$ cat src/rtl/mem_arbiter_if.sv
// Request/response and byte-port signals shared between mem_arbiter and its clients.
// The slave modport is the arbiter's view; master is the clients' and RAM's view.
interface mem_arbiter_if #(
   parameter int unsigned ADDR_W = 32
);
   logic              ic_req;
   logic [ADDR_W-1:0] ic_addr;
   logic              ic_done;
   logic [31:0]       ic_data;

   logic              ls_req;
   logic              ls_we;
   logic [1:0]        ls_size;
   logic [ADDR_W-1:0] ls_addr;
   logic [31:0]       ls_wdata;
   logic              ls_done;
   logic [31:0]       ls_rdata;

   logic [7:0]        mem_din;
   logic [7:0]        mem_dout;
   logic [ADDR_W-1:0] mem_a;
   logic              mem_wr;
   logic              io_buffer_full;

   modport slave (
      input  ic_req, ic_addr, ls_req, ls_we, ls_size, ls_addr, ls_wdata, mem_din,
             io_buffer_full,
      output ic_done, ic_data, ls_done, ls_rdata, mem_dout, mem_a, mem_wr
   );

   modport master (
      output ic_req, ic_addr, ls_req, ls_we, ls_size, ls_addr, ls_wdata, mem_din,
             io_buffer_full,
      input  ic_done, ic_data, ls_done, ls_rdata, mem_dout, mem_a, mem_wr
   );
endinterface

$ cat src/rtl/mem_arbiter.sv
// Shares the byte-wide RAM/IO port between instruction fetch and the load/store buffer.
// Each access runs as consecutive byte cycles; read bytes arrive one cycle after their address.
module mem_arbiter #(
   parameter int unsigned ADDR_W  = 32,
   parameter bit          IC_FAIR = 1'b1
) (
   input  logic         clk,
   input  logic         rst,
   input  logic         rdy,
   input  logic         flush,
   mem_arbiter_if.slave bus
);

   typedef enum logic [1:0] {StIdle, StRd, StWr, StWaitIo} state_e;

   state_e            state_q, state_d;
   logic              own_ls_q, own_ls_d;
   logic              io_q, io_d;
   logic              fair_q, fair_d;
   logic [2:0]        n_q, n_d;
   logic [2:0]        cnt_q, cnt_d;
   logic [ADDR_W-1:0] mem_a_q, mem_a_d;
   logic [7:0]        mem_dout_q, mem_dout_d;
   logic [31:0]       wdata_q, wdata_d;
   logic [31:0]       rbuf_q, rbuf_d;
   logic              ic_done_q, ic_done_d;
   logic              ls_done_q, ls_done_d;
   logic [31:0]       ic_data_q, ic_data_d;
   logic [31:0]       ls_rdata_q, ls_rdata_d;

   logic       ic_cand, ls_cand, pick_ls, ls_is_io;
   logic [1:0] byte_idx;

   // A requester whose done is showing still holds req this cycle; don't re-grant it.
   assign ic_cand  = bus.ic_req & ~ic_done_q;
   assign ls_cand  = bus.ls_req & ~ls_done_q;
   assign pick_ls  = ls_cand & (~ic_cand | ~(IC_FAIR & fair_q));
   assign ls_is_io = bus.ls_we & (bus.ls_addr[17:16] == 2'b11);
   assign byte_idx = cnt_q[1:0] - 2'd1;

   always_comb begin
      state_d    = state_q;
      own_ls_d   = own_ls_q;
      io_d       = io_q;
      fair_d     = fair_q;
      n_d        = n_q;
      cnt_d      = cnt_q;
      mem_a_d    = mem_a_q;
      mem_dout_d = mem_dout_q;
      wdata_d    = wdata_q;
      rbuf_d     = rbuf_q;
      ic_done_d  = 1'b0;
      ls_done_d  = 1'b0;
      ic_data_d  = ic_data_q;
      ls_rdata_d = ls_rdata_q;

      unique case (state_q)
         StIdle: begin
            if (!flush && (ic_cand || ls_cand)) begin
               cnt_d  = 3'd0;
               rbuf_d = 32'h0;
               if (pick_ls) begin
                  own_ls_d   = 1'b1;
                  fair_d     = 1'b1;
                  mem_a_d    = bus.ls_addr;
                  wdata_d    = bus.ls_wdata;
                  mem_dout_d = bus.ls_wdata[7:0];
                  io_d       = ls_is_io;
                  case (bus.ls_size)
                     2'd0:    n_d = 3'd1;
                     2'd1:    n_d = 3'd2;
                     default: n_d = 3'd4;
                  endcase
                  if (!bus.ls_we) begin
                     state_d = StRd;
                  end else if (ls_is_io && bus.io_buffer_full) begin
                     state_d = StWaitIo;
                  end else begin
                     state_d = StWr;
                  end
               end else begin
                  own_ls_d = 1'b0;
                  fair_d   = 1'b0;
                  mem_a_d  = bus.ic_addr;
                  n_d      = 3'd4;
                  io_d     = 1'b0;
                  state_d  = StRd;
               end
            end
         end

         StRd: begin
            if (flush) begin
               state_d = StIdle;
            end else begin
               // cnt_q counts addresses issued; the byte for address cnt_q-1 is on mem_din now.
               if (cnt_q != 3'd0) begin
                  case (byte_idx)
                     2'd0:    rbuf_d[7:0]   = bus.mem_din;
                     2'd1:    rbuf_d[15:8]  = bus.mem_din;
                     2'd2:    rbuf_d[23:16] = bus.mem_din;
                     default: rbuf_d[31:24] = bus.mem_din;
                  endcase
               end
               if (cnt_q == n_q) begin
                  state_d = StIdle;
                  if (own_ls_q) begin
                     ls_done_d  = 1'b1;
                     ls_rdata_d = rbuf_d;
                  end else begin
                     ic_done_d = 1'b1;
                     ic_data_d = rbuf_d;
                  end
               end else begin
                  cnt_d   = cnt_q + 3'd1;
                  mem_a_d = mem_a_q + ADDR_W'(1);
               end
            end
         end

         StWr: begin
            if (io_q && bus.io_buffer_full) begin
               state_d = StWaitIo;
            end else if (cnt_q == n_q - 3'd1) begin
               state_d   = StIdle;
               ls_done_d = 1'b1;
            end else begin
               cnt_d      = cnt_q + 3'd1;
               mem_a_d    = mem_a_q + ADDR_W'(1);
               wdata_d    = {8'h00, wdata_q[31:8]};
               mem_dout_d = wdata_q[15:8];
            end
         end

         StWaitIo: begin
            if (!bus.io_buffer_full) state_d = StWr;
         end

         default: state_d = StIdle;
      endcase
   end

   always_ff @(posedge clk) begin
      if (rst) begin
         state_q    <= StIdle;
         own_ls_q   <= 1'b0;
         io_q       <= 1'b0;
         fair_q     <= 1'b0;
         n_q        <= 3'd0;
         cnt_q      <= 3'd0;
         mem_a_q    <= '0;
         mem_dout_q <= 8'h0;
         wdata_q    <= 32'h0;
         rbuf_q     <= 32'h0;
         ic_done_q  <= 1'b0;
         ls_done_q  <= 1'b0;
         ic_data_q  <= 32'h0;
         ls_rdata_q <= 32'h0;
      end else if (rdy) begin
         state_q    <= state_d;
         own_ls_q   <= own_ls_d;
         io_q       <= io_d;
         fair_q     <= fair_d;
         n_q        <= n_d;
         cnt_q      <= cnt_d;
         mem_a_q    <= mem_a_d;
         mem_dout_q <= mem_dout_d;
         wdata_q    <= wdata_d;
         rbuf_q     <= rbuf_d;
         ic_done_q  <= ic_done_d;
         ls_done_q  <= ls_done_d;
         ic_data_q  <= ic_data_d;
         ls_rdata_q <= ls_rdata_d;
      end
   end

   // An IO byte is only written while the UART has room.
   assign bus.mem_wr   = rdy & (state_q == StWr) & ~(io_q & bus.io_buffer_full);
   assign bus.mem_a    = mem_a_q;
   assign bus.mem_dout = mem_dout_q;
   assign bus.ic_done  = ic_done_q;
   assign bus.ic_data  = ic_data_q;
   assign bus.ls_done  = ls_done_q;
   assign bus.ls_rdata = ls_rdata_q;

endmodule

$ cat src/flat_wrapper.sv
// flat-port wrapper written by rule: the top's interface ports become plain ports
module mem_arbiter_flat 
#(
   parameter int unsigned ADDR_W  = 32,
   parameter bit          IC_FAIR = 1'b1
)
  (clk, rst, rdy, flush, bus_ic_req, bus_ic_addr, bus_ls_req, bus_ls_we, bus_ls_size, bus_ls_addr, bus_ls_wdata, bus_mem_din, bus_io_buffer_full, bus_ic_done, bus_ic_data, bus_ls_done, bus_ls_rdata, bus_mem_dout, bus_mem_a, bus_mem_wr);
  mem_arbiter_if #(.ADDR_W(ADDR_W)) bus_i ();
  input  logic clk;
  input  logic rst;
  input  logic rdy;
  input  logic flush;
  input wire logic [$bits(bus_i.ic_req)-1:0] bus_ic_req;
  input wire logic [$bits(bus_i.ic_addr)-1:0] bus_ic_addr;
  input wire logic [$bits(bus_i.ls_req)-1:0] bus_ls_req;
  input wire logic [$bits(bus_i.ls_we)-1:0] bus_ls_we;
  input wire logic [$bits(bus_i.ls_size)-1:0] bus_ls_size;
  input wire logic [$bits(bus_i.ls_addr)-1:0] bus_ls_addr;
  input wire logic [$bits(bus_i.ls_wdata)-1:0] bus_ls_wdata;
  input wire logic [$bits(bus_i.mem_din)-1:0] bus_mem_din;
  input wire logic [$bits(bus_i.io_buffer_full)-1:0] bus_io_buffer_full;
  output wire logic [$bits(bus_i.ic_done)-1:0] bus_ic_done;
  output wire logic [$bits(bus_i.ic_data)-1:0] bus_ic_data;
  output wire logic [$bits(bus_i.ls_done)-1:0] bus_ls_done;
  output wire logic [$bits(bus_i.ls_rdata)-1:0] bus_ls_rdata;
  output wire logic [$bits(bus_i.mem_dout)-1:0] bus_mem_dout;
  output wire logic [$bits(bus_i.mem_a)-1:0] bus_mem_a;
  output wire logic [$bits(bus_i.mem_wr)-1:0] bus_mem_wr;
  assign bus_i.ic_req = bus_ic_req;
  assign bus_i.ic_addr = bus_ic_addr;
  assign bus_i.ls_req = bus_ls_req;
  assign bus_i.ls_we = bus_ls_we;
  assign bus_i.ls_size = bus_ls_size;
  assign bus_i.ls_addr = bus_ls_addr;
  assign bus_i.ls_wdata = bus_ls_wdata;
  assign bus_i.mem_din = bus_mem_din;
  assign bus_i.io_buffer_full = bus_io_buffer_full;
  assign bus_ic_done = bus_i.ic_done;
  assign bus_ic_data = bus_i.ic_data;
  assign bus_ls_done = bus_i.ls_done;
  assign bus_ls_rdata = bus_i.ls_rdata;
  assign bus_mem_dout = bus_i.mem_dout;
  assign bus_mem_a = bus_i.mem_a;
  assign bus_mem_wr = bus_i.mem_wr;
  mem_arbiter #(.ADDR_W(ADDR_W), .IC_FAIR(IC_FAIR)) u_core (.clk(clk), .rst(rst), .rdy(rdy), .flush(flush), .bus(bus_i));
endmodule
$ cat config.mk
export PLATFORM = sky130hd
export DESIGN_NAME = mem_arbiter_flat
export DESIGN_NICKNAME = d
export VERILOG_FILES = /design/src/rtl/mem_arbiter_if.sv /design/src/rtl/mem_arbiter.sv /design/src/flat_wrapper.sv
export SDC_FILE = /design/constraint.sdc
export NUM_CORES = 1
export LEC_CHECK = 0
export CORE_ASPECT_RATIO = 0.75
export CORE_MARGIN = 1
export CORE_UTILIZATION = 50
export DETAILED_ROUTE_END_ITERATION = 8
export PLACE_DENSITY_LB_ADDON = 0.3
export SLEW_MARGIN = 10
export SYNTH_ARGS = -nofsm -noshare
export SYNTH_HDL_FRONTEND = slang
export SYNTH_SLANG_ARGS = --single-unit
$ cat constraint.sdc
create_clock -name clk -period 2.65 [get_ports clk]
set_input_delay 0.3975 -clock clk [delete_from_list [all_inputs] [get_ports clk]]
set_output_delay 0.3975 -clock clk [all_outputs]
set_load 0.02 [all_outputs]
======== Yosys cells after proc, flatten, opt, wreduce, memory -nomap -nowiden ========
Index checks and enable logic that the tools add are counted.
word-level totals
  output and inout port bits .............. 107
  logic and storage cells ................. 124
  bits in registers ....................... 180
  bits of input ports ..................... 114
operators by class
  $add $sub $neg .......................... 4
  reduce and logical (&&, ||, !) cells .... 20
  bitwise operators ....................... 14
  mux-type cells .......................... 55
  eq/ne operators ......................... 18
operator list
  operator                                               number
  2-to-1 mux 32 bit                                      13
  one-hot mux 32 bit (2 select lines)                    2
  one-hot mux 32 bit (3 select lines)                    1
  2-to-1 mux 8 bit                                       8
  adder 32 x 1 -> 32 bit, second input constant          1
  2-to-1 mux 3 bit                                       6
  2-to-1 mux 2 bit                                       8
  one-hot mux 8 bit (2 select lines)                     1
  AND reduction 5 bit                                    3
  2-to-1 mux 1 bit                                       12
  inequality test 2 bit, second input constant           5
  one-hot mux 3 bit (3 select lines)                     1
  == test 2 bit, second input constant                   4
  one-hot mux 2 bit (4 select lines)                     1
  AND 1 bit                                              7
  AND reduction 7 bit                                    1
  == test 2 x 1 -> 1 bit, second input constant          3
  == test 3 bit                                          2
  zero test 2 bit                                        3
  NOT 1 bit                                              6
  one-hot mux 3 bit (2 select lines)                     1
  AND reduction 6 bit                                    1
  nonzero test 3 bit                                     2
  inequality test 2 x 1 -> 1 bit, second input constant  2
  14 further kinds                                       17

======== Logic depth before layout (Yosys ltp) ========
  depth after elaboration ................. 8
  gate-level depth with buffers ........... 9
  gate-level depth less buffers ........... 7

======== Worst setup path after synthesis ========
No wires, ideal clock.
  path kind ............................... reg2reg
  start point ............................. register u_core.n_q[0]
  end point ............................... register u_core.mem_a_q[5], in the netlist u_core.bus.mem_a[5]
  arrival ................................. 1.997 ns
  clock period less this slack ............ 2.129 ns
  cell stages (with the launch flop) ...... 10
  setup time .............................. 0.132 ns
  path slack .............................. 0.521 ns
  data required time ...................... 2.518 ns
  cell sequence ........................... dfxtp_1 inv_1 ha_1 xor2_1 and3_4 a221o_1 buf_2 buf_2 a211oi_1 o32ai_1
on the way
  word-level cells in the longest chain between the ends .. 4
  elaborated cells on any way between the ends .. 6
  classes of those cells .................. add/sub (1); eq/ne (4); reduce/logical (1)
ends and longest elaborated chain
  item                               line                source
  from (decl)                        mem_arbiter.sv:20   logic [2:0] n_q, n_d;
  from (signal assigned)             mem_arbiter.sv:164  n_q <= n_d;
  subtractor 3 x 1 -> 3 bit          mem_arbiter.sv:124  end else if (cnt_q == n_q - 3'd1) begin
  == test 3 bit                      mem_arbiter.sv:124
  inequality test 2 bit (no line)    -
  AND reduction 7 bit (no line) (*)  -
  to (signal assigned)               mem_arbiter.sv:166  mem_a_q <= mem_a_d;
  to (decl)                          mem_arbiter.sv:22   logic [ADDR_W-1:0] mem_a_q, mem_a_d;
Mark *: on every way between the ends. The rest lies on a longest branch, timed or not.
A chain may end at the register's enable or synchronous reset.

======== Worst setup path after layout ========
  start point ............................. register u_core.n_q[0]
  end point ............................... register u_core.mem_a_q[28], in the netlist u_core.bus.mem_a[28]
The elaborated chain is that of the path after synthesis.

==> results.md <==
- Outcome: complete, no violations
- Relative slew slack: 0.4641
- Clock buffer depth: 2
- Post-place instance area: 11080 um^2
- Final Critical Period: 2443 ps
- Clk_skew: 10.00 ps
- Cells after Synth: 1012
- Synthesized area: 8610 um^2
- Die area: 17750 um^2
- Die width: 153.5 um
- Post-synthesis mux area share: 0.08138
- Clock sinks: 172
- Fmax: 409.4 MHz
- Peak supply drop: 0.4341 mV
- Reg2reg start: u_core.n_q[0]
- First-pass GRT wire length: 41650 um
- R2r setup slk: 210 ps
- Critical path peak fanout: 11
- RSZ-0062 raised after global routing: false
- Diodes inserted: 0
- R2R depth: 8
- # resized after CTS: 0
- Fin nets: 1318
- Top_reg_cell synth: dfxtp_1
- R2r endpoint: u_core.bus.mem_a[28]
- Syn. warnings: 0
- Io pins: 221
- Cell Rows: 41
- Sum Neg Setup Slack: 0 ps
- First-pass DRT Iterations: 5
- Root Driver: clkbuf_16
- Yosys cell types: 58
- CTS buffer count: 17
- Via count: 8713
- Period utilisation layout: 0.9218
- Sw Ratio: 0.2837
- Sequential share of power: 0.411
- Post-Synth Simple-Gate Area: 0.1721
- P_int: 4897 uW
- CP endpoint kind: register
- Most frequent cells in the layout: clkdlybuf4s50_1 (219), dfxtp_1 (172), nor2_1 (125)
- Final WL: 25980 um
- Pleak: 0.004108 uW
- CTS tree: built
- Tightest Pin Transition: 803.9 ps
- Vias in the first global route: 7940
- IO buf count: 220
- Post-CTS Setup Inserts: 0
- Sw power: 1940 uW
- Largest family of logic cells by synthesized area: compound AO/OA/AOI/OAI gates
- Post-synthesis sequential area ratio: 0.3999
- CTS H-Tree Depth: 4
- DP HPWL: 17970 um
- Avg WL per Cell: 18.30 um
- Maxcap violations: 0
- Crit path from: u_core.n_q[0]
- Final hold vios: 0
- Clock transition at path regs: 70 ps
- Number of flops mapped to enable cells by yosys: 0
- Largest net degree at the start of global routing: 82
- Max Slew Vio Count: 0
- Iteration-0 DRC Markers: 746
- Finished Cell Area: 11710 um^2
- Crit path launch type: register
- End of the critical path: u_core.bus.mem_a[28]
- ANT nets after route: 0
- WS Path Type: reg2reg
- Vias per inst: 6.136
- Hold_buf cts: 0
- Ys async rst share: 0
- Syn_area_per_cell: 8.507 um^2
- Clk Latency, worst-skew pair: 420 ps
- Number of synthesized register bits: 172
- GRT Total Usage: 0.2927
- Clk pwr share: 0.395
- Commonest non-fill, non-tap cell in the layout: clkdlybuf4s50_1
- Synth Area in XOR/XNOR: 0.006685
- Syn-to-layout area delta: 36.04%
- Die H: 115.6 um
- Initial antenna violation count: 0
- Crit path arrival time: 2710 ps
- Mapped Nets: 1138
- Compound-Gate Fraction of Synth Area: 0.2664
- Critical Path RT: 2920 ps
- Power density over the cells: 583.7 nW/um^2
- Layout cells sized above 1: 0.07635
- Final setup vio count: 0
- Total congestion overflow: 0
- Routability congestion estimate: 0.9248
- Drc violations: 0
- Tightest Hold Check Type: reg2reg
- Floorplan Core Area: 16830 um^2
- Post-Synth Adder-Cell Area: 0.01744
- Combinational power share: 0.194
- Initial Util: 0.5117
==> synthesized netlist by cell type, types with 9 or more instances <==
cell type	n	area (um^2)
nand2_1	24	90.09
buf_2	14	70.07
and3_1	9	56.30
ha_1	12	150.1
o31ai_1	16	120.1
nor3_1	15	75.07
a211oi_1	100	750.7
nor2_1	125	469.2
inv_1	15	56.30
a22oi_1	33	247.7
o32ai_1	17	148.9
nand4_1	15	93.84
a21oi_1	85	425.4
dfxtp_1	172	3443
buf_1	11	41.29
mux2i_1	61	610.6
nand2b_1	23	143.9
nand3_1	36	180.2
nor4_1	9	56.30
a31oi_1	15	93.84
clkbuf_1	68	255.2
nand4b_1	9	78.83
o21ai_0	39	195.2
==> power by group through the flow <==
stage	Clock, uW	Combinational, uW	Sequential, uW
finish	2700	1330	2810
global route	2850	1420	2820
CTS	2720	1310	2800
detailed placement	0	1310	2860
global placement	0	1280	2860
floorplan	0	680	2910
==> per-stage QoR <==
step	util	cells	worst slack, ps	hold WS [ps]	total power [uW]
global route	0.6961	1420	88.07	509.9	7088
detailed placement	0.6584	1388	99.84	474.4	4166
CTS	0.6961	1420	208.8	481.5	6836
global placement	0.6584	1388	211.0	460.6	4141
finish	0.6961	1420	207.3	481.2	6837
floorplan	-	1012	521.2	449.3	3592
==> logic make-up (layout without fill, tap and decap cells) <==
| family | after synthesis | count (layout) |
|---|---|---|
| AO/OA/AOI/OAI | 342 | 342 |
| XOR/XNOR | 5 | 5 |
| adder cells (fa/ha/maj) | 12 | 12 |
| buffers and inverters | 116 | 309 |
| flip-flops | 172 | 172 |
| multiplexers | 69 | 69 |
| AND/OR/NAND/NOR | 296 | 296 |
==> worst max-delay path, cell delays in order, from the launching register on <==
cell and delay, ps:
dfxtp_1 370, inv_1 60, ha_1 310, xor2_1 150
and3_4 210, a221o_1 520, buf_4 240, nor2_1 310
a211oi_1 130
==> flip-flops by register name, indices dropped and copies added (netlist names) <==
| signal | flops |
|---|---|
| u_core.bus.ic_data | 32 |
| u_core.bus.ls_rdata | 32 |
| u_core.bus.mem_a | 32 |
| u_core.rbuf_q | 32 |
| u_core.wdata_q | 32 |
| u_core.cnt_q | 3 |
| u_core.n_q | 3 |
| u_core.state_q | 2 |
| u_core.bus.ic_done | 1 |
| u_core.bus.ls_done | 1 |
| u_core.fair_q | 1 |
| u_core.io_q | 1 |
==> area by class of cell <==
cell class                 instances  area, um^2
clock buffer                      18       429.2
clock inverter                    14       205.2
fill                            1358        5114
inverter                          15       56.30
multi-input combinational        724        4707
sequential                       172        3443
tap                              215       269.0
timing repair buffer             262        2603
==> worst min path at each step <==
| stage | startpoint | slack (ps) | cells past startpoint | to |
|---|---|---|---|---|
| finish | u_core.wdata_q[26] | 480 | 2 | u_core.wdata_q[26] |
| global route | u_core.wdata_q[28] | 510 | 2 | u_core.wdata_q[28] |
| CTS | u_core.wdata_q[26] | 480 | 2 | u_core.wdata_q[26] |
| detailed placement | u_core.wdata_q[24] | 470 | 2 | u_core.wdata_q[24] |
| global placement | u_core.wdata_q[28] | 460 | 2 | u_core.wdata_q[28] |
| floorplan | u_core.wdata_q[24] | 450 | 2 | u_core.wdata_q[24] |
==> per-layer routing <==
metal | wire length [um] | GRT usage | up-vias
met3 | 2192 | 0.07068 | 42
met5 | 0 | 0 | -
li1 | - | - | 4145
met4 | 438 | 0.07733 | 0
met1 | 12190 | 0.4176 | 4144
met2 | 11160 | 0.4418 | 382
(Power assumes the default switching activity.)
